[src/rtl/wb_cpu_bus_arbiter.sv]
// Two-master (instruction/data) to one-slave Wishbone B3 arbiter with whole-cycle grant.
// Optional bus watchdog with ABORT state is compiled in with `define WB_ARB_TIMEOUT_EN.
module wb_cpu_bus_arbiter #(
  parameter int ADDRESS_WIDTH  = 32,
  parameter int DATA_WIDTH     = 32,
  parameter int DATA_PRIORITY  = 1,
  parameter int TIMEOUT_CYCLES = 255
) (
  input  logic                      clk_i,
  input  logic                      rst_n_i,
  input  logic [ADDRESS_WIDTH-1:0]  iwbs_adr_i,
  input  logic [DATA_WIDTH-1:0]     iwbs_dat_i,
  input  logic [DATA_WIDTH/8-1:0]   iwbs_sel_i,
  input  logic                      iwbs_we_i,
  input  logic [2:0]                iwbs_cti_i,
  input  logic                      iwbs_cyc_i,
  input  logic                      iwbs_stb_i,
  output logic [DATA_WIDTH-1:0]     iwbs_dat_o,
  output logic                      iwbs_ack_o,
  output logic                      iwbs_err_o,
  output logic                      iwbs_rty_o,
  input  logic [ADDRESS_WIDTH-1:0]  dwbs_adr_i,
  input  logic [DATA_WIDTH-1:0]     dwbs_dat_i,
  input  logic [DATA_WIDTH/8-1:0]   dwbs_sel_i,
  input  logic                      dwbs_we_i,
  input  logic [2:0]                dwbs_cti_i,
  input  logic                      dwbs_cyc_i,
  input  logic                      dwbs_stb_i,
  output logic [DATA_WIDTH-1:0]     dwbs_dat_o,
  output logic                      dwbs_ack_o,
  output logic                      dwbs_err_o,
  output logic                      dwbs_rty_o,
  output logic [ADDRESS_WIDTH-1:0]  wbm_adr_o,
  output logic [DATA_WIDTH-1:0]     wbm_dat_o,
  output logic [DATA_WIDTH/8-1:0]   wbm_sel_o,
  output logic                      wbm_we_o,
  output logic [2:0]                wbm_cti_o,
  output logic                      wbm_cyc_o,
  output logic                      wbm_stb_o,
  input  logic [DATA_WIDTH-1:0]     wbm_dat_i,
  input  logic                      wbm_ack_i,
  input  logic                      wbm_err_i,
  input  logic                      wbm_rty_i,
  output logic [1:0]                grant_o
);

  typedef enum logic [1:0] {
    IDLE  = 2'd0,
    GNT_I = 2'd1,
    GNT_D = 2'd2
`ifdef WB_ARB_TIMEOUT_EN
    , ABORT = 2'd3
`endif
  } state_t;

  state_t state;
  logic   last_d;
  logic   data_wins;
  logic   term;
  logic   timeout;
  logic   on_i;
  logic   on_d;

  assign term      = wbm_ack_i | wbm_err_i | wbm_rty_i;
  // last_d resets to 0 (instruction last), so data wins the first round-robin tie
  assign data_wins = (DATA_PRIORITY != 0) || !last_d;
  assign on_i      = (state == GNT_I) && !timeout;
  assign on_d      = (state == GNT_D) && !timeout;

`ifdef WB_ARB_TIMEOUT_EN
  localparam int CNT_W = $clog2(TIMEOUT_CYCLES + 1);
  localparam logic [CNT_W-1:0] CNT_MAX = CNT_W'(TIMEOUT_CYCLES);

  logic [CNT_W-1:0] cnt;
  logic             granted;
  logic             release_now;

  assign granted     = (state == GNT_I) || (state == GNT_D);
  assign release_now = ((state == GNT_I) && !iwbs_cyc_i) || ((state == GNT_D) && !dwbs_cyc_i);
  assign timeout     = granted && (cnt == CNT_MAX);

  always_ff @(posedge clk_i or negedge rst_n_i) begin
    if (!rst_n_i) begin
      cnt <= '0;
    end else if (!granted || release_now || term) begin
      cnt <= '0;
    end else if (wbm_stb_o) begin
      cnt <= cnt + 1'b1;
    end
  end
`else
  assign timeout = 1'b0;
`endif

  always_ff @(posedge clk_i or negedge rst_n_i) begin
    if (!rst_n_i) begin
      state   <= IDLE;
      grant_o <= 2'b00;
      last_d  <= 1'b0;
    end else begin
      case (state)
        IDLE: begin
          if (dwbs_cyc_i && (!iwbs_cyc_i || data_wins)) begin
            state   <= GNT_D;
            grant_o <= 2'b10;
            last_d  <= 1'b1;
          end else if (iwbs_cyc_i) begin
            state   <= GNT_I;
            grant_o <= 2'b01;
            last_d  <= 1'b0;
          end
        end
        GNT_I: begin
`ifdef WB_ARB_TIMEOUT_EN
          if (timeout) begin
            state   <= ABORT;
            grant_o <= 2'b00;
          end else
`endif
          if (!iwbs_cyc_i) begin
            if (dwbs_cyc_i) begin
              state   <= GNT_D;
              grant_o <= 2'b10;
              last_d  <= 1'b1;
            end else begin
              state   <= IDLE;
              grant_o <= 2'b00;
            end
          end
        end
        GNT_D: begin
`ifdef WB_ARB_TIMEOUT_EN
          if (timeout) begin
            state   <= ABORT;
            grant_o <= 2'b00;
          end else
`endif
          if (!dwbs_cyc_i) begin
            if (iwbs_cyc_i) begin
              state   <= GNT_I;
              grant_o <= 2'b01;
              last_d  <= 1'b0;
            end else begin
              state   <= IDLE;
              grant_o <= 2'b00;
            end
          end
        end
`ifdef WB_ARB_TIMEOUT_EN
        // last_d still names the aborted master; wait for it to end its cycle
        ABORT: begin
          if (!(last_d ? dwbs_cyc_i : iwbs_cyc_i)) state <= IDLE;
        end
`endif
        default: begin
          state   <= IDLE;
          grant_o <= 2'b00;
        end
      endcase
    end
  end

  always_comb begin
    wbm_adr_o = '0;
    wbm_dat_o = '0;
    wbm_sel_o = '0;
    wbm_we_o  = 1'b0;
    wbm_cti_o = 3'b000;
    wbm_cyc_o = 1'b0;
    wbm_stb_o = 1'b0;
    if (on_i) begin
      wbm_adr_o = iwbs_adr_i;
      wbm_dat_o = iwbs_dat_i;
      wbm_sel_o = iwbs_sel_i;
      wbm_we_o  = iwbs_we_i;
      wbm_cti_o = iwbs_cti_i;
      wbm_cyc_o = iwbs_cyc_i;
      wbm_stb_o = iwbs_stb_i;
    end else if (on_d) begin
      wbm_adr_o = dwbs_adr_i;
      wbm_dat_o = dwbs_dat_i;
      wbm_sel_o = dwbs_sel_i;
      wbm_we_o  = dwbs_we_i;
      wbm_cti_o = dwbs_cti_i;
      wbm_cyc_o = dwbs_cyc_i;
      wbm_stb_o = dwbs_stb_i;
    end
  end

  assign iwbs_dat_o = wbm_dat_i;
  assign dwbs_dat_o = wbm_dat_i;
  assign iwbs_ack_o = on_i & wbm_ack_i;
  assign iwbs_rty_o = on_i & wbm_rty_i;
  assign iwbs_err_o = (on_i & wbm_err_i) | ((state == GNT_I) & timeout);
  assign dwbs_ack_o = on_d & wbm_ack_i;
  assign dwbs_rty_o = on_d & wbm_rty_i;
  assign dwbs_err_o = (on_d & wbm_err_i) | ((state == GNT_D) & timeout);

endmodule

[config.mk]
export PLATFORM = sky130hd
export DESIGN_NAME = wb_cpu_bus_arbiter
export DESIGN_NICKNAME = d
export VERILOG_FILES = /design/src/rtl/wb_cpu_bus_arbiter.sv
export SDC_FILE = /design/constraint.sdc
export NUM_CORES = 1
export LEC_CHECK = 0
export CORE_AREA = 10 10 119 121
export CTS_CLUSTER_DIAMETER = 120
export DETAILED_ROUTE_END_ITERATION = 8
export DIE_AREA = 0 0 129 131
export REMOVE_ABC_BUFFERS = 1
export SLEW_MARGIN = 20
export SYNTH_ARGS = -nofsm -noshare
export SYNTH_HDL_FRONTEND = slang
export SYNTH_SLANG_ARGS = --single-unit
[constraint.sdc]
create_clock -name clk_i -period 1.23 [get_ports clk_i]
set_input_delay 0.246 -clock clk_i [delete_from_list [all_inputs] [get_ports clk_i]]
set_output_delay 0.246 -clock clk_i [all_outputs]
set_load 0.01 [all_outputs]
# == After elaboration in Yosys (flattened, before gate mapping) ==
# Index checks and enable logic that the tools add are counted.
# totals
output_inout_bits,146
reg_bits,2
in_bits,185
wordCells,35
# op_classes
muxes,21
n_eq_ne,5
reduce_logical,2
n_bitwise,6
# ops
operator,n
32-bit two-way mux,4
2-bit two-way mux,5
4-bit two-way mux,2
1-bit two-way mux,7
1-bit AND,6
3-bit two-way mux,2
2-bit case mux with 3 select lines,1
"2-bit inequality test, second input constant",2
"3-bit inequality test, second input constant",1
3-bit AND reduction,1
"2-bit by 1-bit equality test with 1-bit output, second input constant",1
"2-bit equality test, second input constant",1
2-bit zero test,1

# == Logic depth before layout (Yosys ltp) ==
# Gate-level depths: netlist (run 1).
# logic_depth
depth_word,3
ltp_mapped,5
mapped_depth_nobuf,2

# == Least setup slack after synthesis (run 1) ==
# No wires, ideal clock.
# synth_timing
path_kind,flip-flop to output port
startpoint,"register, netlist name grant_o[1]"
endpoint,output wbm_adr_o[10]
arrival_time_ns,1.188
slack_ns,-0.204
required_ns,0.984
stages_incl_launch_ff,6
path_buffers,3
cell_sequence,dfrtp_1 -> nor2b_1 -> buf_2 -> buf_6 -> buf_6 -> a22o_1
# synth_rtl
element,line_no,text
to (decl),33,"output logic [ADDRESS_WIDTH-1:0] wbm_adr_o,"

==> impl_metrics.ini, run 1 <==
[clock_network]
clk_latency_ns = 0.22
htreeDepth = 1
cts_buffers = 3
cts.clk_slew.worst_paths_ns = 0.03
cts_sinks = 2
cts_tree = yes
hold_buffers = 0
clock_tree.buffer_depth = 2
cts_root_buf = clkbuf_16

[critical_path]
endpoint_kind = output port
worstPathMaxFanout = 16
slowest_stage = dfrtp_1
cp-start-kind = register
r2r_cells = 4
r2r-end = grant_o[0]
critPathRequiredTime_ns = 0.98
rrSetupSlack_ns = 0.17
crit_chain = buf_6 > nor2b_4 > buf_6 > buf_16 > a22o_1 > buf_2
slowest_delay_ns = 0.38
cp.arrival_ns = 1.45
critPathKind = reg2out
cp-endpoint = wbm_dat_o[27]
r2r-start = grant_o[1]
crit_top_cell = buf_6
cp-startpoint = grant_o[1]

[global_route]
grt_util_all_layers = 0.149
overflow = 0
antenna_found_initial = 0
grt_pass1_vias = 2417
grt_start_max_net_pins = 19
grt_pass1_wl_um = 18000

[die]
initial_core_util = 0.117
fp.dieW_um = 129
pin_count = 331
dieArea_um2 = 16900
rows = 40
core_area_um2 = 11800
chipHeight_um = 131

[route]
wl_um = 13700
drtIter0Drc = 65
routedWlPerCell_um = 27.7
ant_nets = 0
first_pass_iters = 4
drc = 0
vias = 2115
vias_per_cell = 4.26

[sta]
setup_ws_ns = -0.469
worst_pin_slew_ns = 0.172
slew_viol_final = 0
hold_violations = 0
skew_ns = 0.000368
period_needed_ns = 1.70
rsz0062_at_grt = yes
setup_viol = 81
fmax_mhz = 589
max_slew_margin = 0.885
fin_crit_sh = 1.38

[power_and_ir_drop]
ir_drop_v = 0.000341
p_leak_nw = 1.56
power_per_cell_area_nw_per_um2 = 614

[logic_synthesis]
synth_area_um2 = 1380
synth_top_family_by_area = compound AO/OA/AOI/OAI gates
netlist_instances = 170
synth-compound-area-share = 0.479
syn_area_per_cell_um2 = 8.12
synth-adder-area-share = 0
ys_seq_elements = 2
synth_mux_area_frac = 0
yosysWarnings = 0
synth_simple_gate_area_frac = 0.0435
synthDistinctLibCells = 10
yosysSeqAreaShare = 0.0363
yosys.area_share.xor_xnor = 0

[cells_and_area]
largest_register = grant_o
nNetsFinal = 536
area_delta_synth_final_pct = 152
final_cells = 496
num_antenna_cells = 0
largest_register_ffs = 2
drive_gt1_frac = 0.330
top_regs = grant_o x2

[placement]
port_buffers = 234
gp_congestion = 0.714
pre_cts_slack_ns = -0.664
hpwl_um = 11500
dpl.cell_count = 481

[flow_run]
maxCapViolations = 0

[outcome]
status = complete, but fails checks
violations = negative setup slack

[hold_path]
hold_class = in2async
==> worst max-delay path, delay by kind of cell, from the launching register on <==
family | cells | cell delay [ns]
AND/OR/NAND/NOR | 1 | 0.13
buffers and inverters | 4 | 0.57
flip-flops | 1 | 0.38
AO/OA/AOI/OAI | 1 | 0.15
==> where the power goes <==
group	switching (mW)	internal (mW)	total [mW]
clock network	0.0758	0.414	0.489
logic	0.581	0.986	1.57
registers	0.00518	0.0719	0.0771
total	0.662	1.47	2.13
==> routing by layer <==
layer	vias up	global-route usage	share of wire
met4	2	0.0201	0.0047
met3	8	0.116	0.18
li1	940	-	-
met2	212	0.215	0.42
met5	-	0.0463	0.0058
met1	953	0.170	0.38
==> Yosys cell counts (all sizes together) <==
library cell / number / area (um^2)
o21ai: 1 / 5.00
o21a: 1 / 7.51
and2: 7 / 43.8
nor2b: 2 / 12.5
a22o: 74 / 648
dfrtp: 2 / 50.1
buf: 82 / 609
nor2: 1 / 3.75
==> cells by family after synthesis <==
group,after synthesis
buf+inv,82
compound gates,76
simple gates,10
flops,2
==> how the worst min path moves through the flow <==
| stage | end | slack, ns |
|---|---|---|
| floorplan | grant_o[0] | -0.05 |
| finish | grant_o[0] | 0.19 |
| global placement | grant_o[1] | 0.42 |
| global route | grant_o[0] | 0.19 |
| detailed placement | grant_o[0] | 0.42 |
| CTS | grant_o[1] | 0.19 |
==> layout by cell type, fill, tap and decap left out <==
cell type / synthesis / routed
o21a_1: 1 / 1
clkbuf_16: 0 / 4
buf_6: 5 / 31
buf_12: 0 / 6
nor2b_4: 0 / 2
clkdlybuf4s50_1: 0 / 152
o21ai_0: 1 / 1
buf_16: 0 / 2
a22o_1: 74 / 74
buf_4: 67 / 8
dfrtp_1: 2 / 1
buf_2: 10 / 58
and2_1: 7 / 4
and2_4: 0 / 3
nor2_1: 1 / 1
dfrtp_2: 0 / 1
==> area by class of cell <==
class / count / area, um^2
well taps: 147 / 184
fillers: 1261 / 8340
repair buffers: 258 / 2420
multi-input cells: 86 / 743
clock buffers: 3 / 75.1
flip-flops and latches: 2 / 51.3
==> through the flow <==
step / hold WS, ns / setup TNS, ns / power [mW] / cell area, um^2 / util
after floorplan: -0.0496 / -196.63 / 0.534 / 771 / -
after global placement: 0.421 / -47.87 / 1.65 / 3450 / 0.292
after detailed placement: 0.421 / -50.29 / 1.66 / 3450 / 0.292
after CTS: 0.190 / -37.91 / 2.18 / 3540 / 0.299
after global routing: 0.193 / -38.96 / 2.26 / 3470 / 0.294
final: 0.192 / -33.48 / 2.13 / 3470 / 0.294
==> timing repair <==
item                       in CTS  in global routing
gates cloned                    5                  1
buffers inserted                8                  5
pin swaps                       3                 31
setup endpoints to repair      82                 82
gates resized for setup       337                 37
Note: power is estimated with default switching activity, not from simulation.
==> inputs of run 2 (changes only) <==
==> constraint.sdc (replaced) <==
create_clock -name clk_i -period 1.4 [get_ports clk_i]
set_input_delay 0.28 -clock clk_i [delete_from_list [all_inputs] [get_ports clk_i]]
set_output_delay 0.28 -clock clk_i [all_outputs]
set_load 0.01 [all_outputs]
==> impl_metrics.ini, run 2 (same netlist as run 1, synthesis figures left out) <==
[outcome]
status = complete, but fails checks
violations = negative setup slack

[sta]
hold_violations = 0
worst_pin_slew_ns = 0.162
fin_crit_sh = 1.30
skew_ns = 0.00239
slew_viol_final = 0
setup_viol = 80
max_slew_margin = 0.892
fmax_mhz = 551
fin_tns_setup_ns = -27.51
rsz0062_at_grt = yes
period_needed_ns = 1.81
setup_ws_ns = -0.414

[route]
wl_um = 14700
vias = 2196
routedWlPerCell_um = 28.8
drc = 0
ant_nets = 0
vias_per_cell = 4.30
first_pass_iters = 4
drtIter0Drc = 61

[global_route]
grt_start_max_net_pins = 17
overflow = 0
antenna_found_initial = 0
grt_util_all_layers = 0.162
grt_pass1_vias = 2607
grt_pass1_wl_um = 19600

[critical_path]
critPathRequiredTime_ns = 1.12
endpoint_kind = output port
worstPathMaxFanout = 6
critPathKind = reg2out
cp.arrival_ns = 1.53
cp-start-kind = register

[power_and_ir_drop]
finalPower_mw = 2.07
ir_drop_v = 0.000409
power_per_cell_area_nw_per_um2 = 538
p_leak_nw = 1.72

[placement]
gp_congestion = 0.710
port_buffers = 234
hpwl_um = 11500
placed_area_um2 = 3450

[clock_network]
htreeDepth = 1
cts_tree = yes
clock_tree.buffer_depth = 2
cts_sinks = 2
cts.clk_slew.worst_paths_ns = 0.03
cts_root_buf = clkbuf_16
clk_latency_ns = 0.22
cts_buffers = 3

[cells_and_area]
num_antenna_cells = 0
multi_input_comb_area_um2 = 746
area_delta_synth_final_pct = 178
fin_util = 0.325
top_regs = grant_o x2
largest_register = grant_o
nNetsFinal = 551
register_area_um2 = 50.0
nFillCells = 1241
final_common_cell = clkdlybuf4s50_1
drive_gt1_frac = 0.357
final_cell_mix = 152 x clkdlybuf4s50_1, 74 x a22o_1, 58 x buf_2
largest_register_ffs = 2
fin_area_um2 = 3840

[hold_path]
hold_class = in2async

[die]
fp.dieW_um = 129
core_area_um2 = 11800
chipHeight_um = 131
rows = 40
pin_count = 331
initial_core_util = 0.117
dieArea_um2 = 16900

[flow_run]
maxCapViolations = 0
-- run 2: layer usage --
layer	up-vias	track usage	routed length, um
met2	206	0.245	6330
met5	-	0.0463	84
met3	6	0.135	2670
met1	1007	0.174	5600
li1	975	-	-
met4	2	0.0147	28
-- run 2: power by group --
group	switching [mW]	total (mW)	internal, mW
Combinational	0.561	1.57	1.01
Sequential	0.00467	0.0674	0.0627
Clock	0.0645	0.428	0.363
-- run 2: repair_timing --
item                                    4_1_cts  5_1_grt
endpoints found under the setup margin       82       82
hold buffers                                  0        0
cloned                                       14        1
pin swaps                                    18       16
gates resized for setup                     359       26
buffers inserted                             15        2
-- run 2: final timing paths --
path,startpoint,end,slack [ns],depth (start not counted)
max,grant_o[1],wbm_adr_o[26],-0.41,6
min,rst_n_i,grant_o[0],0.22,1
max reg2reg,grant_o[0],grant_o[0],0.07,6
min reg2reg,grant_o[1],grant_o[1],0.89,4
max in group asynchronous,rst_n_i,grant_o[1],1.06,1
min in group clk_i,wbm_dat_i[15],dwbs_dat_o[15],0.56,0
-- run 2: critical path, stage by stage, from the launching register on --
cell and delay [ns]:
dfrtp_1 0.41, nor2b_4 0.16, buf_12 0.14, buf_12 0.13, buf_16 0.13, a22o_1 0.21, buf_2 0.14
-- run 2: layout make-up --
type	count	area share
Sequential cell	2	0.0130
Tap cell	147	0.0479
Clock buffer	3	0.0196
Timing Repair Buffer	273	0.725
Multi-Input combinational cell	86	0.194
-- run 2: stage by stage --
stage | setup WS (ns) | hold slack (ns) | instances
after floorplan | -2.30 | -0.0156 | 88
after global placement | -0.505 | 0.454 | 481
after detailed placement | -0.523 | 0.453 | 481
after CTS | -0.448 | 0.221 | 512
after global routing | -0.468 | 0.230 | 511
final | -0.414 | 0.221 | 511
==> inputs of run 3 (changes only) <==
--- a/config.mk
+++ b/config.mk
@@ -9,7 +9,6 @@
 export CTS_CLUSTER_DIAMETER = 120
 export DETAILED_ROUTE_END_ITERATION = 8
 export DIE_AREA = 0 0 129 131
-export REMOVE_ABC_BUFFERS = 1
 export SLEW_MARGIN = 20
 export SYNTH_ARGS = -nofsm -noshare
 export SYNTH_HDL_FRONTEND = slang
==> impl_metrics.ini, run 3 (same netlist as run 1, synthesis figures left out) <==
[cells_and_area]
nNetsFinal = 551
multi_input_comb_area_um2 = 759
fin_area_um2 = 3870
num_antenna_cells = 0
final_common_cell = clkdlybuf4s50_1
final_cell_mix = 152 x clkdlybuf4s50_1, 73 x a22o_1, 58 x buf_2
largest_register_ffs = 2
drive_gt1_frac = 0.365
largest_register = grant_o
register_area_um2 = 50.0
nFillCells = 1229
fin_util = 0.327
area_delta_synth_final_pct = 180
top_regs = grant_o x2

[sta]
period_needed_ns = 1.81
fmax_mhz = 552
rsz0062_at_grt = yes
whs_ns = 0.229
setup_viol = 80
max_slew_margin = 0.901
fin_tns_setup_ns = -28.11
worst_pin_slew_ns = 0.147
skew_ns = 0.000791
setup_ws_ns = -0.412
slew_viol_final = 0
hold_violations = 0
fin_crit_sh = 1.29

[outcome]
violations = negative setup slack
status = complete, but fails checks

[die]
initial_core_util = 0.117
pin_count = 331
fp.dieW_um = 129
dieArea_um2 = 16900
chipHeight_um = 131
core_area_um2 = 11800
rows = 40

[clock_network]
htreeDepth = 1
clock_tree.buffer_depth = 2
cts_tree = yes
clk_latency_ns = 0.22
cts_sinks = 2
cts.clk_slew.worst_paths_ns = 0.03
cts_buffers = 3
cts_root_buf = clkbuf_16

[critical_path]
cp.arrival_ns = 1.53
r2r-start = grant_o[1]
critPathRequiredTime_ns = 1.12
rrSetupSlack_ns = 0.22
cp-start-kind = register
worstPathMaxFanout = 8
endpoint_kind = output port
r2r_cells = 5
critPathKind = reg2out
r2r-end = grant_o[0]

[flow_run]
maxCapViolations = 0

[route]
drtIter0Drc = 51
wl_um = 12600
drc = 0
first_pass_iters = 4
vias = 2143
vias_per_cell = 4.19
routedWlPerCell_um = 24.7
ant_nets = 0

[placement]
port_buffers = 234
placed_area_um2 = 3430
gp_congestion = 0.866
hpwl_um = 8710

[power_and_ir_drop]
p_leak_nw = 1.73
power_per_cell_area_nw_per_um2 = 542
ir_drop_v = 0.000550

[global_route]
grt_pass1_vias = 2370
grt_util_all_layers = 0.133
overflow = 0
antenna_found_initial = 0
grt_pass1_wl_um = 16700
grt_start_max_net_pins = 32

[logic_synthesis]
synth_fp_nets = 355

[hold_path]
hold_class = in2async
==> run 3: layout make-up <==
class,count,share of cell area
Sequential cell,2,0.0129
Multi-Input combinational cell,86,0.196
Clock buffer,3,0.0194
Tap cell,147,0.0476
Timing Repair Buffer,273,0.724
==> run 3: where the power goes <==
part	total (mW)	switching [mW]	leakage [nW]	internal [mW]
Clock	0.431	0.0673	0.0370	0.364
Sequential	0.0657	0.00297	0.0250	0.0627
Combinational	1.60	0.584	1.67	1.02
Total	2.10	0.654	1.73	1.44
==> run 3: worst max-delay path by stage <==
stage	startpoint	endpoint	slack (ns)
after detailed placement	grant_o[0]	wbm_stb_o	-0.52
after global routing	grant_o[0]	wbm_adr_o[10]	-0.48
after global placement	grant_o[0]	wbm_stb_o	-0.55
after CTS	grant_o[0]	wbm_dat_o[18]	-0.45
after floorplan	grant_o[1]	wbm_adr_o[10]	-0.05
final	grant_o[0]	wbm_adr_o[2]	-0.41
==> run 3: metal layers <==
metal  share of wire  global-route usage  vias up
li1                -                   -      978
met1            0.37               0.149     1013
met2            0.53               0.243      128
met3           0.083              0.0379       24
met4           0.014              0.0301        0
met5               0                   0        -
==> run 3: critical path, stage by stage, from the launching register on <==
cell     delay (ns)
dfrtp_1        0.38
buf_6          0.13
nor2b_4        0.15
buf_12         0.15
buf_12         0.12
buf_16         0.12
a22o_1         0.13
buf_2          0.12
==> run 3: per-stage QoR <==
stage	instances	power [mW]	worst slack (ns)
4_1_cts	508	2.08	-0.451
6_report	511	2.10	-0.412
5_1_grt	511	2.21	-0.484
2_1_floorplan	170	0.701	-0.0477
3_3_place_gp	477	1.44	-0.545
3_5_place_dp	477	1.44	-0.522
==> run 3: timing repair <==
item | in CTS | in global routing
gates resized for setup | 361 | 24
endpoints found under the setup margin | 82 | 82
hold buffers | 0 | 0
pin swaps | 18 | 15
cloned | 13 | 6
setup buffers | 15 | 2
